[config.mk]
export PLATFORM = sky130hd
export DESIGN_NAME = seven_stage_mem_hazard_tracker_flat
export DESIGN_NICKNAME = d
export VERILOG_FILES = /design/src/rtl/seven_stage_mem_hazard_tracker_if.sv /design/src/rtl/seven_stage_mem_hazard_tracker.sv /design/src/flat_wrapper.sv
export SDC_FILE = /design/constraint.sdc
export NUM_CORES = 1
export LEC_CHECK = 0
export CAP_MARGIN = 20
export CORE_AREA = 5 5 42 44
export CTS_CLUSTER_DIAMETER = 50
export DETAILED_ROUTE_END_ITERATION = 10
export DIE_AREA = 0 0 47 49
export GPL_ROUTABILITY_DRIVEN = 0
export SYNTH_ARGS = -nofsm -noshare
export SYNTH_HDL_FRONTEND = slang
export SYNTH_SLANG_ARGS = --single-unit
[constraint.sdc]
create_clock -name clock -period 1.8 [get_ports clock]
set_clock_uncertainty 0.1 [all_clocks]
set_input_delay 0.36 -clock clock [delete_from_list [all_inputs] [get_ports clock]]
set_output_delay 0.36 -clock clock [all_outputs]
set_load 0.02 [all_outputs]
[src/rtl/seven_stage_mem_hazard_tracker_if.sv]
// Handshake bundle between the issue/receive stages, the stall unit and one
// memory port, as seen by seven_stage_mem_hazard_tracker.
interface seven_stage_mem_hazard_tracker_if #(
   parameter int unsigned CNT_W = 2
);
   logic             req_valid;
   logic             mem_ready;
   logic             rsp_valid;
   logic             flush_memory_issue;
   logic             flush_memory_receive;
   logic             issue_hazard;
   logic             recv_hazard;
   logic             req_fire;
   logic             rsp_accept;
   logic             rsp_drop;
   logic [CNT_W-1:0] outstanding;
   logic [CNT_W-1:0] drop_pending;
   logic             protocol_error;

   // Pipeline / memory side driving the tracker
   modport master (
      output req_valid, mem_ready, rsp_valid, flush_memory_issue, flush_memory_receive,
      input  issue_hazard, recv_hazard, req_fire, rsp_accept, rsp_drop,
             outstanding, drop_pending, protocol_error
   );

   // The tracker itself
   modport slave (
      input  req_valid, mem_ready, rsp_valid, flush_memory_issue, flush_memory_receive,
      output issue_hazard, recv_hazard, req_fire, rsp_accept, rsp_drop,
             outstanding, drop_pending, protocol_error
   );
endinterface

[src/rtl/seven_stage_mem_hazard_tracker.sv]
// Per-memory-port hazard tracker. Counts in-order outstanding requests and
// turns requests flushed while in flight into pending drops so their late
// responses are discarded instead of reaching the pipeline.
// Optional protocol checker: define MEM_TRACKER_CHECK_EN.
module seven_stage_mem_hazard_tracker #(
   parameter int unsigned MAX_OUTSTANDING = 2,
   parameter int unsigned CNT_W           = 2
) (
   input  logic                          clock,
   input  logic                          reset,
   seven_stage_mem_hazard_tracker_if.slave bus
);

   logic [CNT_W-1:0] out_q;
   logic [CNT_W-1:0] drop_q;
   logic [CNT_W-1:0] out_after_rsp;
   logic [CNT_W-1:0] drop_after_rsp;
   logic [CNT_W-1:0] out_d;
   logic [CNT_W-1:0] drop_d;
   logic [CNT_W-1:0] live;
   logic             full;
   logic             fire;
   logic             consume;
   logic             accept;
   logic             drop;
   logic             hazard_issue;
   logic             hazard_recv;

   // Request/response decode and next counter values
   always_comb begin
      full           = (out_q == CNT_W'(MAX_OUTSTANDING));
      live           = out_q - drop_q;
      fire           = bus.req_valid & bus.mem_ready & ~full & ~bus.flush_memory_issue;
      hazard_issue   = bus.req_valid & ~bus.flush_memory_issue & (~bus.mem_ready | full);
      consume        = bus.rsp_valid & (out_q != '0);
      drop           = consume & (drop_q != '0);
      accept         = consume & (drop_q == '0);
      hazard_recv    = (live != '0) & ~accept;
      out_after_rsp  = out_q - CNT_W'(consume);
      drop_after_rsp = drop_q - CNT_W'(drop);
      out_d          = out_after_rsp + CNT_W'(fire);
      // A request fired in the flush cycle comes from the unflushed issue
      // stage, so only what remains after this cycle's response goes stale.
      drop_d         = bus.flush_memory_receive ? out_after_rsp : drop_after_rsp;
   end

   // Outstanding and stale-request counters
   always_ff @(posedge clock or negedge reset) begin
      if (!reset) begin
         out_q  <= '0;
         drop_q <= '0;
      end else begin
         out_q  <= out_d;
         drop_q <= drop_d;
      end
   end

   assign bus.req_fire     = fire & reset;
   assign bus.issue_hazard = hazard_issue & reset;
   assign bus.rsp_accept   = accept & reset;
   assign bus.rsp_drop     = drop & reset;
   assign bus.recv_hazard  = hazard_recv & reset;
   assign bus.outstanding  = reset ? out_q : '0;
   assign bus.drop_pending = reset ? drop_q : '0;

`ifdef MEM_TRACKER_CHECK_EN
   logic err_q;
   logic spurious;
   logic overrun;

   assign spurious = bus.rsp_valid & (out_q == '0);
   assign overrun  = bus.rsp_valid & bus.mem_ready & bus.req_valid & full;

   // Sticky protocol violation flag, cleared only by reset
   always_ff @(posedge clock or negedge reset) begin
      if (!reset) begin
         err_q <= 1'b0;
      end else if (spurious | overrun) begin
         err_q <= 1'b1;
      end
   end

   assign bus.protocol_error = err_q & reset;
`else
   assign bus.protocol_error = 1'b0;
`endif

endmodule

[src/flat_wrapper.sv]
// flat-port wrapper written by rule: the top's interface ports become plain ports
module seven_stage_mem_hazard_tracker_flat 
#(
   parameter int unsigned MAX_OUTSTANDING = 2,
   parameter int unsigned CNT_W           = 2
)
  (clock, reset, bus_req_valid, bus_mem_ready, bus_rsp_valid, bus_flush_memory_issue, bus_flush_memory_receive, bus_issue_hazard, bus_recv_hazard, bus_req_fire, bus_rsp_accept, bus_rsp_drop, bus_outstanding, bus_drop_pending, bus_protocol_error);
  seven_stage_mem_hazard_tracker_if #(.CNT_W(CNT_W)) bus_i ();
  input  logic clock;
  input  logic reset;
  input wire logic [$bits(bus_i.req_valid)-1:0] bus_req_valid;
  input wire logic [$bits(bus_i.mem_ready)-1:0] bus_mem_ready;
  input wire logic [$bits(bus_i.rsp_valid)-1:0] bus_rsp_valid;
  input wire logic [$bits(bus_i.flush_memory_issue)-1:0] bus_flush_memory_issue;
  input wire logic [$bits(bus_i.flush_memory_receive)-1:0] bus_flush_memory_receive;
  output wire logic [$bits(bus_i.issue_hazard)-1:0] bus_issue_hazard;
  output wire logic [$bits(bus_i.recv_hazard)-1:0] bus_recv_hazard;
  output wire logic [$bits(bus_i.req_fire)-1:0] bus_req_fire;
  output wire logic [$bits(bus_i.rsp_accept)-1:0] bus_rsp_accept;
  output wire logic [$bits(bus_i.rsp_drop)-1:0] bus_rsp_drop;
  output wire logic [$bits(bus_i.outstanding)-1:0] bus_outstanding;
  output wire logic [$bits(bus_i.drop_pending)-1:0] bus_drop_pending;
  output wire logic [$bits(bus_i.protocol_error)-1:0] bus_protocol_error;
  assign bus_i.req_valid = bus_req_valid;
  assign bus_i.mem_ready = bus_mem_ready;
  assign bus_i.rsp_valid = bus_rsp_valid;
  assign bus_i.flush_memory_issue = bus_flush_memory_issue;
  assign bus_i.flush_memory_receive = bus_flush_memory_receive;
  assign bus_issue_hazard = bus_i.issue_hazard;
  assign bus_recv_hazard = bus_i.recv_hazard;
  assign bus_req_fire = bus_i.req_fire;
  assign bus_rsp_accept = bus_i.rsp_accept;
  assign bus_rsp_drop = bus_i.rsp_drop;
  assign bus_outstanding = bus_i.outstanding;
  assign bus_drop_pending = bus_i.drop_pending;
  assign bus_protocol_error = bus_i.protocol_error;
  seven_stage_mem_hazard_tracker #(.MAX_OUTSTANDING(MAX_OUTSTANDING), .CNT_W(CNT_W)) u_core (.clock(clock), .reset(reset), .bus(bus_i));
endmodule
==> flow_summary.ini <==
[drt]
drt_first_pass_iters = 3
vias_per_cell = 4.18
avgRoutedWirePerCell_um = 9.99
drt_iter0_drc = 1
via_count = 322
wirelength_um = 769
ant_nets = 0
drcViolationCount = 0

[global_routing]
overflow = 0
antenna_found_initial = 0
grt_max_degree = 7
grt_pass1_wl_um = 1320
grt_pass1_vias = 301
track_usage = 0.0848

[timing]
layout_min_cycle_time_ns = 1.69
slew_viol_final = 0
timing.final.hold_violations = 0
tns_ns = 0
rsz0062_at_grt = false
fmax_mhz = 590
fin_crit_sh = 0.941
finalSetupViolCount = 0
hold_ws_ns = 0.141

[logic_synthesis]
synth_nets = 47
synth_area_per_cell_um2 = 9.13
synth_cell_types = 20
synth_area_um2 = 338
synth_area_leaders = dfrtp_1, xnor2_1, ha_1, mux2i_1, inv_1
synth_top_area_frac = 0.296
ys_seq_area_frac = 0.296
yosys_most_used_dff = dfrtp_1
async_reset_ff_frac = 1.00
synth_edf_count = 0
synth_cells = 37
ys_ff_latch = 4
synth.largest_area_cell = dfrtp_1
yosysWarningCount = 0
ys_top_cells_by_count = inv_1, xnor2_1, dfrtp_1, nor2_1, ha_1

[worst_setup_path]
end_kind = output pin
cpPeakStageDelay_ns = 0.43
reg2reg_slack_ns = 0.29
cp.arrival_ns = 1.23
cp.required_ns = 1.34
ff2ff_path_depth = 5
criticalPathCategory = flop to output pin
startpoint_type = flop
cp_max_fo = 6
cp_top_family = flip-flops
path_buf_inv = 1
cp_cell_sequence = xnor2_1 > a221oi_2 > buf_2
cp_slowest_cell = dfrtp_1
regToRegStartpoint = u_core.out_q[1]
reg2reg_to = u_core.out_q[1]

[layout]
antenna_cells = 0
fin_util = 0.408
drive_gt1_frac = 0.344
final_nets = 73
final_cells = 77
syn2layout_area_growth_pct = 69.3

[pwr]
swShare = 0.405
power_uw = 867
power.share.clock = 0.130
switchingPower_uw = 351
p_seq_frac = 0.231
p_leak_nw = 0.297
p_per_area_nw_per_um2 = 1520
p_int_uw = 516
vdd_ir_drop_max_v = 0.000525
power_frac_comb = 0.639

[floorplan]
coreArea_um2 = 1400
die_y_um = 49
initial_core_util = 0.241
io_pins = 17
fp.dieW_um = 47
die_area_um2 = 2300
rows = 14

[clocking]
cts_sinks = 4
cts_buffers = 3
cts_tree = yes
clk_latency_ns = 0.24
clockBufferDepth = 2
clock-root-buffer = clkbuf_4
post_cts.repair.setup_buffers = 0
h-tree-depth = 1
path_clk_slew_ns = 0.04

[place]
port_buffers = 15
placedCellCount = 74
dp_hpwl_um = 659

[run_status]
status = finished clean

[run]
drv_cap = 0

[hold_path]
hp-class = input pin to asynchronous set/reset pin
==> how the worst max path moves through the flow <==
stage,startpoint,cells past startpoint,to
after floorplan,u_core.out_q[1],2,bus_req_fire
after global placement,reset,4,bus_rsp_accept
after detailed placement,reset,4,bus_req_fire
after CTS,bus_flush_memory_issue,4,bus_req_fire
after global routing,u_core.out_q[1],3,bus_rsp_drop
final,u_core.out_q[1],3,bus_recv_hazard
==> power by group through the flow <==
| stage | clock (mW) | combinational, mW | sequential, mW |
|---|---|---|---|
| after floorplan | 0 | 0.333 | 0.196 |
| after global placement | 0 | 0.588 | 0.201 |
| after detailed placement | 0 | 0.588 | 0.199 |
| after CTS | 0.121 | 0.563 | 0.198 |
| after global routing | 0.130 | 0.620 | 0.210 |
| final | 0.113 | 0.554 | 0.200 |
==> state kept, by name, summed over array words and instances (netlist names) <==
signal         cells
u_core.drop_q      2
u_core.out_q       2
==> area by class of cell <==
cell class	instances	area, um2
timing repair buffer	22	191
clock buffer	3	22.5
multi-input combinational	27	219
tap	16	20.0
sequential	4	100
inverter	5	18.8
fill	146	830
==> per-stage QoR <==
stage,worst slack [ns],instance area (um2)
finish,0.106,572
CTS,0.00445,563
detailed placement,-0.531,553
global route,0.00576,572
global placement,-0.499,553
floorplan,0.279,338
==> layout by cell type (no fill, tap or decap), types with 2 or more instances in the layout <==
master | netlist | layout
buf_2 | 0 | 3
inv_1 | 5 | 5
nor2_1 | 4 | 3
clkbuf_4 | 0 | 3
ha_1 | 3 | 3
clkdlybuf4s15_1 | 0 | 2
mux2i_1 | 2 | 2
buf_4 | 1 | 8
dlymetal6s2s_1 | 0 | 2
dfrtp_1 | 4 | 4
dlygate4sd2_1 | 0 | 2
clkdlybuf4s15_2 | 0 | 3
clkdlybuf4s50_1 | 0 | 2
xnor2_1 | 5 | 5
==> timing repair <==
action                                  in CTS  in global routing
pin swaps                                    0                  1
gates cloned                                 0                  0
endpoints found under the setup margin       9                  3
gates resized for setup                     32                  6
hold buffers                                 0                  0
==> routing by layer <==
metal | up-vias | wire length (um) | GRT usage
met5 | - | 0 | 0
met4 | 0 | 14 | 0.0553
met3 | 2 | 64 | 0.0554
met2 | 11 | 380 | 0.115
met1 | 139 | 309 | 0.0933
li1 | 170 | - | -
==> cells by family (layout without fill, tap and decap cells) <==
logic type	Yosys count	in the layout	synth area share
muxes	2	2	0.0593
DFF	4	4	0.296
xor gates and xnor gates	5	5	0.130
and+or+nand+nor	12	12	0.211
adders and majority gates	3	3	0.111
other	1	1	0.0111
AOI/OAI and AO/OA	4	4	0.104
buffers and inverters	6	30	0.0778
==> worst reg2reg max path: stages (launching register included) <==
cell and delay, ns:
dfrtp_1 0.43, o21a_1 0.22, ha_1 0.29, inv_1 0.04, ha_1 0.19, xnor2_1 0.12
No activity file was read; power rests on OpenSTA's default activity.
